[src/rtl/ctrl_fsm_rv32i.sv]
// Multi-cycle RV32I control sequencer. Datapath strobes are decoded combinationally
// from the state register and the IR, with a ready-based memory handshake and bus-timeout trap.
module ctrl_fsm_rv32i #(
  parameter int TIMEOUT_W   = 8,
  parameter int TIMEOUT     = 200,
  parameter bit HALT_ON_SYS = 1'b1,
  parameter bit X0_SUPPRESS = 1'b1
) (
  input  logic        ctrl_clk,
  input  logic        ctrl_rst_n,
  input  logic [31:0] instr_in,
  input  logic        bc_in,
  input  logic        mem_ready,
  output logic        mem_req,
  output logic        mem_we,
  output logic [1:0]  mem_size,
  output logic        mem_unsigned,
  output logic        addr_sel,
  output logic        ir_wr_en,
  output logic        mar_wr_en,
  output logic        reg_wr_en,
  output logic        bc_en,
  output logic        pc_inc,
  output logic        pc_load,
  output logic [1:0]  pc_src,
  output logic [1:0]  wb_sel,
  output logic        alu_a_sel,
  output logic        alu_b_sel,
  output logic [3:0]  alu_opcode,
  output logic [2:0]  imm_type,
  output logic        halted,
  output logic        trap,
  output logic [1:0]  trap_cause
);

  typedef enum logic [2:0] {S_FETCH, S_DECODE, S_EXEC, S_MEM, S_WB, S_HALT, S_TRAP} state_t;

  localparam logic [6:0] OP_LUI = 7'h37, OP_AUIPC = 7'h17, OP_JAL = 7'h6F, OP_JALR = 7'h67;
  localparam logic [6:0] OP_BRANCH = 7'h63, OP_LOAD = 7'h03, OP_STORE = 7'h23, OP_IMM = 7'h13;
  localparam logic [6:0] OP_REG = 7'h33, OP_FENCE = 7'h0F, OP_SYSTEM = 7'h73;
  localparam logic [3:0] ALU_NONE = 4'd0, ALU_ADD = 4'd1, ALU_SUB = 4'd2, ALU_XOR = 4'd3, ALU_OR = 4'd4;
  localparam logic [3:0] ALU_AND = 4'd5, ALU_SLL = 4'd6, ALU_SRL = 4'd7, ALU_SRA = 4'd8;
  localparam logic [3:0] ALU_SLT = 4'd9, ALU_SLTU = 4'd10;
  localparam logic [TIMEOUT_W:0] TO_LIM = (TIMEOUT_W + 1)'(TIMEOUT);

  state_t                 state, state_nxt;
  logic [TIMEOUT_W-1:0]   wait_cnt;
  logic [TIMEOUT_W:0]     wait_inc;
  logic                   wait_hit;
  logic [1:0]             trap_cause_r, cause_nxt;
  logic [6:0]             opcode, funct7;
  logic [2:0]             funct3, imm_dec;
  logic [4:0]             rd;
  logic                   legal;
  logic [3:0]             alu_dec;

  logic mem_req_c, mem_we_c, mem_uns_c, addr_sel_c, ir_wr_c, mar_wr_c, reg_wr_c;
  logic bc_en_c, pc_inc_c, pc_load_c, alu_a_c, alu_b_c;
  logic [1:0] mem_size_c, pc_src_c, wb_sel_c;
  logic [3:0] alu_op_c;

  assign opcode = instr_in[6:0];
  assign rd     = instr_in[11:7];
  assign funct3 = instr_in[14:12];
  assign funct7 = instr_in[31:25];

  // The timeout fires on the wait cycle that would bring the count up to TIMEOUT.
  assign wait_inc = {1'b0, wait_cnt} + {{TIMEOUT_W{1'b0}}, 1'b1};
  assign wait_hit = (wait_inc >= TO_LIM);

  always_comb begin
    legal = 1'b0;
    case (opcode)
      OP_LUI, OP_AUIPC, OP_JAL, OP_SYSTEM, OP_FENCE: legal = 1'b1;
      OP_JALR:   legal = (funct3 == 3'd0);
      OP_BRANCH: legal = (funct3 != 3'd2) && (funct3 != 3'd3);
      OP_LOAD:   legal = (funct3 != 3'd3) && (funct3 != 3'd6) && (funct3 != 3'd7);
      OP_STORE:  legal = (funct3 <= 3'd2);
      OP_IMM: begin
        case (funct3)
          3'd1:    legal = (funct7 == 7'h00);
          3'd5:    legal = (funct7 == 7'h00) || (funct7 == 7'h20);
          default: legal = 1'b1;
        endcase
      end
      OP_REG:    legal = (funct7 == 7'h00) ||
                         ((funct7 == 7'h20) && ((funct3 == 3'd0) || (funct3 == 3'd5)));
      default:   legal = 1'b0;
    endcase
  end

  // funct7[5] selects sub only for register-register ops; for OP-IMM it is immediate data.
  always_comb begin
    alu_dec = ALU_NONE;
    case (funct3)
      3'd0: alu_dec = ((opcode == OP_REG) && funct7[5]) ? ALU_SUB : ALU_ADD;
      3'd1: alu_dec = ALU_SLL;
      3'd2: alu_dec = ALU_SLT;
      3'd3: alu_dec = ALU_SLTU;
      3'd4: alu_dec = ALU_XOR;
      3'd5: alu_dec = funct7[5] ? ALU_SRA : ALU_SRL;
      3'd6: alu_dec = ALU_OR;
      default: alu_dec = ALU_AND;
    endcase
  end

  always_comb begin
    imm_dec = 3'd0;
    case (opcode)
      OP_STORE:         imm_dec = 3'd1;
      OP_BRANCH:        imm_dec = 3'd2;
      OP_LUI, OP_AUIPC: imm_dec = 3'd3;
      OP_JAL:           imm_dec = 3'd4;
      default:          imm_dec = 3'd0;
    endcase
  end

  always_comb begin
    state_nxt  = state;
    cause_nxt  = 2'd0;
    mem_req_c  = 1'b0; mem_we_c  = 1'b0; mem_size_c = 2'd0; mem_uns_c = 1'b0; addr_sel_c = 1'b0;
    ir_wr_c    = 1'b0; mar_wr_c  = 1'b0; reg_wr_c   = 1'b0; bc_en_c   = 1'b0;
    pc_inc_c   = 1'b0; pc_load_c = 1'b0; pc_src_c   = 2'd0; wb_sel_c  = 2'd0;
    alu_a_c    = 1'b0; alu_b_c   = 1'b0; alu_op_c   = ALU_NONE;
    case (state)
      S_FETCH: begin
        mem_req_c  = 1'b1;
        mem_size_c = 2'd2;
        if (mem_ready) begin
          ir_wr_c   = 1'b1;
          state_nxt = S_DECODE;
        end else if (wait_hit) begin
          state_nxt = S_TRAP;
          cause_nxt = 2'd2;
        end
      end
      S_DECODE: begin
        if (!legal) begin
          state_nxt = S_TRAP;
          cause_nxt = 2'd1;
        end else if (opcode == OP_SYSTEM) begin
          if (HALT_ON_SYS) state_nxt = S_HALT;
          else begin
            pc_inc_c  = 1'b1;
            state_nxt = S_FETCH;
          end
        end else begin
          state_nxt = S_EXEC;
        end
      end
      S_EXEC: begin
        state_nxt = S_FETCH;
        case (opcode)
          OP_REG, OP_IMM: begin
            alu_op_c = alu_dec; alu_b_c = (opcode == OP_IMM); reg_wr_c = 1'b1; pc_inc_c = 1'b1;
          end
          OP_LUI:   begin wb_sel_c = 2'd3; reg_wr_c = 1'b1; pc_inc_c = 1'b1; end
          OP_AUIPC: begin
            alu_a_c = 1'b1; alu_b_c = 1'b1; alu_op_c = ALU_ADD; reg_wr_c = 1'b1; pc_inc_c = 1'b1;
          end
          OP_JAL:   begin wb_sel_c = 2'd2; reg_wr_c = 1'b1; pc_load_c = 1'b1; end
          OP_JALR:  begin
            alu_op_c = ALU_ADD; alu_b_c = 1'b1; wb_sel_c = 2'd2; reg_wr_c = 1'b1;
            pc_load_c = 1'b1; pc_src_c = 2'd1;
          end
          OP_BRANCH: begin
            bc_en_c = 1'b1;
            if (bc_in) pc_load_c = 1'b1;
            else       pc_inc_c  = 1'b1;
          end
          OP_LOAD, OP_STORE: begin
            alu_op_c = ALU_ADD; alu_b_c = 1'b1; mar_wr_c = 1'b1; state_nxt = S_MEM;
          end
          default:  pc_inc_c = 1'b1;
        endcase
      end
      S_MEM: begin
        mem_req_c  = 1'b1;
        addr_sel_c = 1'b1;
        mem_we_c   = (opcode == OP_STORE);
        mem_size_c = funct3[1:0];
        mem_uns_c  = (opcode == OP_LOAD) && funct3[2];
        if (mem_ready) begin
          if (opcode == OP_STORE) begin
            pc_inc_c  = 1'b1;
            state_nxt = S_FETCH;
          end else begin
            state_nxt = S_WB;
          end
        end else if (wait_hit) begin
          state_nxt = S_TRAP;
          cause_nxt = 2'd2;
        end
      end
      S_WB: begin
        wb_sel_c = 2'd1; reg_wr_c = 1'b1; pc_inc_c = 1'b1; state_nxt = S_FETCH;
      end
      default: state_nxt = state;
    endcase
    if (X0_SUPPRESS && (rd == 5'd0)) reg_wr_c = 1'b0;
  end

  always_ff @(posedge ctrl_clk or negedge ctrl_rst_n) begin
    if (!ctrl_rst_n) begin
      state        <= S_FETCH;
      wait_cnt     <= '0;
      trap_cause_r <= 2'd0;
    end else begin
      state <= state_nxt;
      if ((state_nxt != state) || mem_ready) wait_cnt <= '0;
      else if (mem_req_c)                    wait_cnt <= wait_inc[TIMEOUT_W-1:0];
      if ((state_nxt == S_TRAP) && (state != S_TRAP)) trap_cause_r <= cause_nxt;
    end
  end

  // Outputs are held at zero while reset is asserted, even though the state already reads FETCH.
  assign mem_req      = ctrl_rst_n & mem_req_c;
  assign mem_we       = ctrl_rst_n & mem_we_c;
  assign mem_size     = ctrl_rst_n ? mem_size_c : 2'd0;
  assign mem_unsigned = ctrl_rst_n & mem_uns_c;
  assign addr_sel     = ctrl_rst_n & addr_sel_c;
  assign ir_wr_en     = ctrl_rst_n & ir_wr_c;
  assign mar_wr_en    = ctrl_rst_n & mar_wr_c;
  assign reg_wr_en    = ctrl_rst_n & reg_wr_c;
  assign bc_en        = ctrl_rst_n & bc_en_c;
  assign pc_inc       = ctrl_rst_n & pc_inc_c;
  assign pc_load      = ctrl_rst_n & pc_load_c;
  assign pc_src       = ctrl_rst_n ? pc_src_c : 2'd0;
  assign wb_sel       = ctrl_rst_n ? wb_sel_c : 2'd0;
  assign alu_a_sel    = ctrl_rst_n & alu_a_c;
  assign alu_b_sel    = ctrl_rst_n & alu_b_c;
  assign alu_opcode   = ctrl_rst_n ? alu_op_c : ALU_NONE;
  assign imm_type     = ctrl_rst_n ? imm_dec : 3'd0;
  assign halted       = ctrl_rst_n & (state == S_HALT);
  assign trap         = ctrl_rst_n & (state == S_TRAP);
  assign trap_cause   = ctrl_rst_n ? trap_cause_r : 2'd0;

endmodule

[config.mk]
export PLATFORM = sky130hd
export DESIGN_NAME = ctrl_fsm_rv32i
export DESIGN_NICKNAME = d
export VERILOG_FILES = /design/src/rtl/ctrl_fsm_rv32i.sv
export SDC_FILE = /design/constraint.sdc
export NUM_CORES = 1
export LEC_CHECK = 0
export CORE_MARGIN = 2
export CORE_UTILIZATION = 40
export CTS_CLUSTER_DIAMETER = 120
export DETAILED_ROUTE_END_ITERATION = 12
export HOLD_SLACK_MARGIN = 0.03
export PLACE_DENSITY = 0.83
export SLEW_MARGIN = 20
export SYNTH_ARGS = -nofsm -noshare
export SYNTH_HDL_FRONTEND = slang
export SYNTH_SLANG_ARGS = --single-unit
[constraint.sdc]
create_clock -name ctrl_clk -period 4.3 [get_ports ctrl_clk]
set_clock_uncertainty 0.1 [all_clocks]
set_input_delay 0.43 -clock ctrl_clk [delete_from_list [all_inputs] [get_ports ctrl_clk]]
set_output_delay 0.43 -clock ctrl_clk [all_outputs]
set_load 0.005 [all_outputs]
Word-level counts from Yosys, hierarchy flattened:

Cells that the tools add are included.

* add/sub/neg operators: 1
* $lt $le $gt $ge: 2
* eq/ne operators: 31
* multiplexer cells: 58
* bitwise operators: 14
* reductions and logical operators: 25

Operators by type and width (number)
* $eq A7 B6 Y1 const B: 4
* $eq A7 B7 Y1 const B: 4
* $pmux W4 S7: 1
* $mux W1: 23
* $eq A3 B3 Y1 const B: 7
* $mux W3: 7
* $mux W2: 8
* $mux W8: 2
* $pmux W2 S2: 4
* $pmux W3 S5: 1
* $and A1 B1 Y1: 14
* $eq A7 B5 Y1 const B: 2
* $eq A3 B2 Y1 const B: 4
* $mux W4: 3
* $pmux W3 S4: 1
* $pmux W1 S2: 5
* $reduce_or A2 Y1: 5
* $add A8 B1 Y9 const B: 1
* $ge A9 B8 Y1 const B: 1
* $ne A3 B3 Y1 const B: 3
* $pmux W4 S2: 1
* $reduce_or A4 Y1: 2
* $eq A7 B2 Y1 const B: 1
* $eq A7 B4 Y1 const B: 1
* other kinds (14): 26

* bits in registers: 13
* input bits: 36
* output and inout port bits: 29
* word-level logic and storage cells: 134

Depth between registers and ports, before layout:

* word-level depth: 10
* mapped depth: 8
* gate-level depth less buffers: 7

Least setup slack after synthesis:

No wires, ideal clock.

* kind: input to output
* start point: input port instr_in[3]
* end point: output port alu_opcode[0]
* arrival time: 1.684 ns
* data required time: 3.770 ns
* slack: 2.086 ns
* cell stages on the path: 8
* path buffers: 2
* cell sequence: buf_2 nand4bb_1 buf_4 nor4_1 o21ai_0 a32oi_1 o21ai_0 and2_1

* cells in the longest elaborated chain, start to end: 7
* elaborated cells on any way between the ends: 14
* those cells by class: eq/ne: 6; mux: 5; reduce/logical: 3

RTL lines
* from (decl): line 11 `input logic [31:0] instr_in,`
* $eq A7 B6 Y1: line 96, 153
* $logic_and A1 B1 Y1: line 96 `3'd0: alu_dec = ((opcode == OP_REG) && funct7[5]) ? ALU_SUB : ALU_ADD;`
* $mux W2: line 96
* $pmux W4 S7: line 95 `case (funct3)`
* $pmux W4 S2 (*): line 153 `case (opcode)`
* $mux W4 (*): line 125 `case (state)`
* $mux W4 (*): line 232 `assign alu_opcode = ctrl_rst_n ? alu_op_c : ALU_NONE;`
* to (decl): line 29 `output logic [3:0] alu_opcode,`

Every way passes the cells marked *; elsewhere a longest branch is shown, timed or not.

Worst setup path in the final report:

Ends and elaborated chain as after synthesis.

==> flow_summary.json <==
{
  "status": "completed",
  "worstPathMaxFanout": 10,
  "n_fill_cell": 393,
  "yosys.area.top_type_share_pct": 19.7,
  "port-buffer-count": 53,
  "cts_tree": "done",
  "clock_latency_ps": 240,
  "placed_area_mm2": 0.00218,
  "p_leak_nw": 0.829,
  "arrival_ps": 3050,
  "finalCoreUtilization_pct": 55.5,
  "overflow": 0,
  "ys_types": 68,
  "slowest_stage": "clkdlybuf4s50_1",
  "nets": 310,
  "grt_max_degree": 19,
  "antenna_left": 0,
  "synth_nets": 264,
  "synth_area_leaders": "dfrtp_1, nor2_1, nand2_1, nand2b_1, nor3_1",
  "vdd_ir_drop_max_mv": 0.157,
  "hold_ws_ps": 383,
  "via_per_inst": 5.88,
  "die_h_um": 68.3,
  "dieArea_mm2": 0.00467,
  "syn_area_mm2": 0.00165,
  "rsz0062_at_grt": "no",
  "start_util_pct": 41.4,
  "yosysTopAreaCell": "dfrtp_1",
  "numCtsBuffers": 3,
  "cts_setup_buffers": 0,
  "synthFlopType": "dfrtp_1",
  "gp_congestion": 0.909,
  "layout_commonest_cell": "clkdlybuf4s50_1",
  "pin_count": 65,
  "clock_sinks": 13,
  "path_class": "in -> out",
  "synthArstFlopShare_pct": 100,
  "fin_crit_ps": 3580,
  "synth-edff-count": 0,
  "synth_cells": 226,
  "finalSetupViolCount": 0,
  "avgSynthCellArea_um2": 7.32,
  "clock_path_buffers": 2,
  "wire_per_inst_um": 14.8,
  "cts_root_buf": "clkbuf_8",
  "hold_viol_final": 0,
  "startpoint_type": "input port",
  "powerDensity_mw_per_mm2": 320,
  "most-common-layout-cells": "clkdlybuf4s50_1, nor2_1, nand2_1",
  "drive_gt1_share_pct": 7.01,
  "slew_viol_final": 0,
  "vias": 1886,
  "holdBufCountCts": 0,
  "fmax_mhz": 279,
  "grt_pass1_wl_um": 7560,
  "fin_area_mm2": 0.00222,
  "first_pass_iters": 4,
  "timing.rr.start": "wait_cnt[0]$_DFFE_PN0P_",
  "worst_slack_ps": 719,
  "path_clk_slew_ps": 60,
  "area.growth.synth_to_final_pct": 34.3,
  "required_ps": 3770,
  "maxCapViolCount": 0,
  "hpwl_um": 3600,
  "dp_slack_ps": 802,
  "min_from": "trap_cause_r[1]$_DFFE_PN0P_",
  "grt_pass1_vias": 1644,
  "cpLargestDelayFamily": "simple AND/OR/NAND/NOR gates",
  "drt_iter0_markers": 193,
  "crit_path_start": "instr_in[3]",
  "core_area_mm2": 0.00400,
  "path_depth": 8,
  "hp-class": "reg -> reg",
  "tightest_slew_ps": 526,
  "finalWirelength_um": 4750,
  "period_share_pct": 83.3,
  "antenna_found_initial": 0,
  "yosys_warnings": 0,
  "die_w_um": 68.3,
  "slew-limit-headroom_pct": 64.9,
  "path_buf_inv": 2,
  "synth_seq_area_share_pct": 19.7,
  "path_cells": "clkdlybuf4s50_1, nand4bb_1, nor4_1, o21ai_0, a32oi_1, o21ai_0, and2_1, clkdlybuf4s50_1",
  "route.detailed.drc": 0,
  "reg2reg_setup_slack_ps": 2000,
  "num_rows": 23,
  "post_cts_resized": 0,
  "htree_num_levels": 1,
  "antenna_cells": 0,
  "critPathCaptureType": "output port",
  "worstSetupEndpoint": "alu_opcode[0]",
  "grt_use_total_pct": 20.9,
  "slowest_delay_ps": 570,
  "ff2ff_path_depth": 7,
  "ys_seq_elements": 13,
  "worstReg2RegEnd": "trap_cause_r[1]$_DFFE_PN0P_",
  "finalSetupTns_ps": 0
}
## metrics by stage
step	std cells	power, mW
floorplan	226	0.475
global placement	317	0.588
detailed placement	317	0.598
CTS	321	0.711
global route	321	0.769
finish	321	0.710
## layer usage
| metal | up-vias | global-route usage [%] | share of wire (%) |
|---|---|---|---|
| met3 | 6 | 1.97 | 7.0 |
| met2 | 85 | 34.1 | 46 |
| li1 | 922 | - | - |
| met1 | 873 | 29.6 | 45 |
| met5 | - | 0 | 0 |
| met4 | 0 | 5.00 | 1.2 |
## cell families after synthesis
family          share of synthesized area, %
mux                                     1.51
flops                                   19.7
fa+ha+maj                               1.51
buf+inv                                 6.13
xor+xnor                                4.24
simple gates                            41.9
other cells                            0.227
compound gates                          24.8
## worst min path at each step
stage	end	slack, ps	depth (start not counted)
global route	trap_cause_r[1]$_DFFE_PN0P_	410	1
finish	trap_cause_r[1]$_DFFE_PN0P_	380	1
detailed placement	trap_cause_r[1]$_DFFE_PN0P_	380	1
floorplan	state[0]$_DFF_PN0_	30	0
CTS	trap_cause_r[1]$_DFFE_PN0P_	390	1
global placement	trap_cause_r[1]$_DFFE_PN0P_	350	1
## cell type report
class	instances	area (um2)	share of cell area, %
well taps	50	62.6	2.82
inverters	6	22.5	1.01
clock buffers	4	45.0	2.03
repair buffers	54	538	24.2
multi-input cells	194	1230	55.3
flip-flops and latches	13	325	14.6
## registers in the layout, indices dropped and copies added, names as in the netlist
name and cells:
wait_cnt 8, trap_cause_r 2, state 3
## report_power, final
| part | internal, mW | switching (mW) | total, mW |
|---|---|---|---|
| sequential | 0.150 | 0.0652 | 0.215 |
| combinational | 0.188 | 0.195 | 0.384 |
| clock | 0.0655 | 0.0457 | 0.111 |
| total | 0.404 | 0.306 | 0.710 |
## Yosys cell counts, types with 6 or more instances
library cell and number:
nor2_1 24, nand2_1 23, dfrtp_1 13, nor3_1 12
nand3_1 11, o21ai_0 11, a21oi_1 10, nand2b_1 10
buf_2 6, inv_1 6, xnor2_1 6
Note: power is estimated with default switching activity, not from simulation.
